### config.mk
export PLATFORM = sky130hd
export DESIGN_NAME = mat_stream_pack
export DESIGN_NICKNAME = d
export VERILOG_FILES = /design/src/rtl/mat_stream_pack.sv
export SDC_FILE = /design/constraint.sdc
export NUM_CORES = 2
export LEC_CHECK = 0
export CAP_MARGIN = 20
export CORE_MARGIN = 3
export CORE_UTILIZATION = 56
export DETAILED_ROUTE_END_ITERATION = 6
export GPL_TIMING_DRIVEN = 0
export PLACE_DENSITY_LB_ADDON = 0.05
export SYNTH_ARGS = -nofsm -noshare
export SYNTH_HDL_FRONTEND = slang
export SYNTH_SLANG_ARGS = --single-unit
### constraint.sdc
create_clock -name clk -period 8.4 [get_ports clk]
set_clock_uncertainty 0.15 [all_clocks]
set_input_delay 2.1 -clock clk [delete_from_list [all_inputs] [get_ports clk]]
set_output_delay 2.1 -clock clk [all_outputs]
set_load 0.03 [all_outputs]
### src/rtl/mat_stream_pack.sv
// mat_stream_pack: double-buffered serial-to-parallel packer turning a row-major
// element stream into the flat packed-matrix bus (element k at [k*DATA_WIDTH +: DATA_WIDTH]).
module mat_stream_pack #(
   parameter int DATA_WIDTH = 32,
   parameter int MATRIX_DIM = 4,
   localparam int MATRIX_SIZE = MATRIX_DIM * MATRIX_DIM
) (
   input  logic                              clk,
   input  logic                              rst,
   input  logic                              s_valid,
   output logic                              s_ready,
   input  logic [DATA_WIDTH-1:0]             s_data,
   input  logic                              s_last,
   output logic                              m_valid,
   input  logic                              m_ready,
   output logic [MATRIX_SIZE*DATA_WIDTH-1:0] m_mat,
   output logic                              err
);
   localparam int IW = $clog2(MATRIX_SIZE);
   localparam int MW = MATRIX_SIZE * DATA_WIDTH;

   logic [MW-1:0] bank [2];
   logic [1:0]    full;
   logic          wr_bank, rd_bank;
   logic [IW-1:0] idx;
   logic          at_end, acc, rd;

   assign at_end  = idx == IW'(MATRIX_SIZE - 1);
   assign s_ready = !full[wr_bank];
   assign acc     = s_valid && s_ready;
   assign m_valid = full[rd_bank];
   assign m_mat   = bank[rd_bank];
   assign rd      = m_valid && m_ready;

   // a write only targets an empty bank and a read only a full one, so they never collide
   always_ff @(posedge clk) begin
      if (rst) begin
         idx     <= '0;
         wr_bank <= 1'b0;
         rd_bank <= 1'b0;
         full    <= '0;
         bank[0] <= '0;
         bank[1] <= '0;
         err     <= 1'b0;
      end else begin
         err <= acc && (s_last != at_end);
         if (acc) begin
            bank[wr_bank][idx*DATA_WIDTH +: DATA_WIDTH] <= s_data;
            idx <= (s_last || at_end) ? '0 : idx + 1'b1;
            if (s_last && at_end) begin
               full[wr_bank] <= 1'b1;
               wr_bank       <= !wr_bank;
            end
         end
         if (rd) begin
            full[rd_bank] <= 1'b0;
            rd_bank       <= !rd_bank;
         end
      end
   end
endmodule

==> qor.yml <==
run_status:
  outcome: "finished clean"
critical_path:
  rr_worst_depth: 10
  crit_required_ns: 6.15
  cp.arrival_ns: 4.10
  r2r_slack_ns: 3.77
  crit_path_end_kind: "primary output"
  regToRegEndpoint: "bank[1][353]"
  critPathLaunchType: "register"
  timing.rr.start: "idx[0]"
  worstSetupPathType: "register to primary output"
  crit_end: "m_mat[159]"
  cp_max_fo: 10
detailed_routing:
  wirelength_um: 174000
  firstDrtPassIters: 6
  drtIter0Drc: 4922
  ant_nets: 0
  vias_per_cell: 6.65
  drcViolationCount: 0
  wl_per_cell_um: 33.9
  vias: 34100
grt:
  antenna_found_initial: 13
  grt-ovfl-total: 0
  grt_pass1_vias: 33200
  grt_pass1_wl_um: 241000
  grt_max_degree: 28
  track_usage: 0.404
sta:
  period_share: 0.756
  rsz0062_at_grt: "false"
  slew_violations: 0
  setup_tns_ns: 0
  relSlewSlack: 0.182
  hold_viol: 0
  max_freq_mhz: 157
  hold_slack_ns: 0.428
  period_needed_ns: 6.35
  worstMarginPinSlew_ns: 1.21
  final-setup-viol-count: 0
synth:
  yosysSeqAreaShare: 0.678
  synth_nets: 3292
  ys_warn_count: 0
  synth-seq-cells: 1034
  syn_area_mm2: 0.0456
  async_reset_ff_frac: 0
  synth_top_family_by_area: "simple AND/OR/NAND/NOR gates"
  ys_types: 45
  synth_edf_count: 1024
  syn_avg_cell_area_um2: 14.0
  synth_compound_area_frac: 0.00771
  yosys.area_share.simple: 0.149
  synth-adder-area-share: 0.00137
  synth-xor-area-share: 0.000548
  syn_inst: 3250
  ys.flop_type: "edfxtp_1"
  synthMuxAreaShare: 0.127
power_and_ir_drop:
  pwr-share-clk: 0.396
  switching_power_mw: 2.72
  swShare: 0.239
  seq_power_share: 0.517
  pwr-share-comb: 0.087
  vdd_ir_drop_max_v: 0.000169
  p_total_mw: 11.4
  p_per_area_mw_per_mm2: 199
  p_leak_nw: 19.0
  internal_power_mw: 8.66
clocking:
  cts_tree: "built"
  clock_latency_ns: 0.66
  cts_max_level: 3
  cts_made_buffers: 104
  clkTransAtPathRegs_ns: 0.06
  clockRootBuffer: "clkbuf_16"
  cts_setup_buffers: 0
  clkSinkCount: 1034
  ctsResizeCount: 0
  clock_path_buffers: 3
  ctsHoldBuffers: 0
finish:
  final_cell_mix: "1,024 x edfxtp_1, 519 x clkdlybuf4s50_1, 514 x mux2_2, 485 x nor3_1, 288 x clkbuf_1"
  area_delta_synth_final_pct: 25.5
  drive_gt1_frac: 0.226
  layout_commonest_cell: "edfxtp_1"
  instances_no_fill: 5125
  final_nets: 4016
  utilization: 0.710
floorplan:
  die-width_um: 291
  num_rows: 104
  start_util: 0.566
  io_pins: 552
  die_area_mm2: 0.0849
  die_h_um: 291
  core_area_mm2: 0.0807
placement:
  routabilityCongestion: 0.980
  numPlacedInstances: 4924
  dp_hpwl_um: 126000
  port_buffers: 519
job:
  max-cap-violations: 0
worst_hold_path:
  hold_class: "register to register"
final cells by class:
class	instances	area, um^2
timing repair buffer	618	6690
multi-input combinational	1824	13400
buffer	348	1490
sequential	1034	30900
antenna	9	22.5
clock buffer	130	2740
clock inverter	58	464
inverter	44	165
tap	1060	1330
fill	5481	23400
sequential cells by signal, indices dropped and copies added, names as in the netlist, named ones only:
name,cells
idx,4
bank,1024
err,1
full,2
rd_bank,1
wr_bank,1
power groups by stage:
| stage | clock network (mW) | logic, mW | registers, mW |
|---|---|---|---|
| after global placement | 0 | 0.890 | 6.01 |
| after detailed placement | 0 | 0.967 | 5.99 |
| after CTS | 4.47 | 0.972 | 5.88 |
| final | 4.51 | 0.995 | 5.88 |
| after global routing | 4.68 | 1.01 | 5.89 |
| after floorplan | 0 | 0.483 | 5.98 |
how the worst min path moves through the flow:
| stage | from | to | slack [ns] | cells past startpoint |
|---|---|---|---|---|
| after floorplan | full[0] | full[0] | 0.35 | 2 |
| after global placement | full[0] | full[0] | 0.38 | 2 |
| after detailed placement | full[0] | full[0] | 0.39 | 2 |
| after CTS | full[0] | full[0] | 0.41 | 2 |
| after global routing | full[0] | full[0] | 0.46 | 2 |
| final | full[0] | full[0] | 0.43 | 2 |
critical path: stages (launching register included):
cell and delay, ns:
dfxtp_1 0.31, clkbuf_1 0.30, clkbuf_1 0.88, clkbuf_1 0.89, mux2_2 0.44, clkdlybuf4s50_1 0.60
through the flow:
stage                     instance area (um^2)  worst slack (ns)
after floorplan                          45600              1.50
after global placement                   52200             -1.80
after detailed placement                 54000              2.41
after CTS                                57200              2.12
after global routing                     57200              2.07
final                                    57300              2.05
Yosys cell counts (2+ instances only):
cell type / count / area share
nor4_1: 256 / 0.035
nand2b_1: 2 / 0.00027
nor3b_1: 3 / 0.00049
dfxtp_1: 10 / 0.0044
or3_1: 2 / 0.00027
nor2b_1: 6 / 0.00082
buf_2: 54 / 0.0059
buf_1: 18 / 0.0015
o41ai_1: 7 / 0.0013
o21ai_0: 17 / 0.0019
nand2_1: 142 / 0.012
mux2_2: 514 / 0.13
and3b_1: 2 / 0.00038
and4_1: 2 / 0.00038
nor3_1: 485 / 0.053
ha_1: 5 / 0.0014
nand3_1: 40 / 0.0044
nor2_4: 60 / 0.015
o31ai_1: 16 / 0.0026
nor2_1: 134 / 0.011
and2_1: 34 / 0.0047
buf_12: 6 / 0.0026
a211oi_1: 2 / 0.00033
inv_1: 42 / 0.0035
edfxtp_1: 1024 / 0.67
clkbuf_1: 268 / 0.022
and3_1: 67 / 0.0092
a21oi_1: 6 / 0.00066
nand4_1: 9 / 0.0012
buf_6: 2 / 0.00049
metal layers:
metal	up-vias	GRT usage	part of all wire
met5	-	0	0.000040
met4	2	0.248	0.071
met3	561	0.107	0.14
met2	2853	0.616	0.45
met1	16800	0.520	0.34
li1	13900	-	-
logic make-up (layout without fill, tap and decap cells):
kind of cell,after synthesis,after routing
AND/OR/NAND/NOR,1250,1250
flip-flops,1034,1034
multiplexers,514,514
buffers and inverters,392,1198
AO/OA/AOI/OAI,53,53
adder cells (fa/ha/maj),5,5
XOR/XNOR,2,2
other,0,9
No activity file was read; power rests on OpenSTA's default activity.
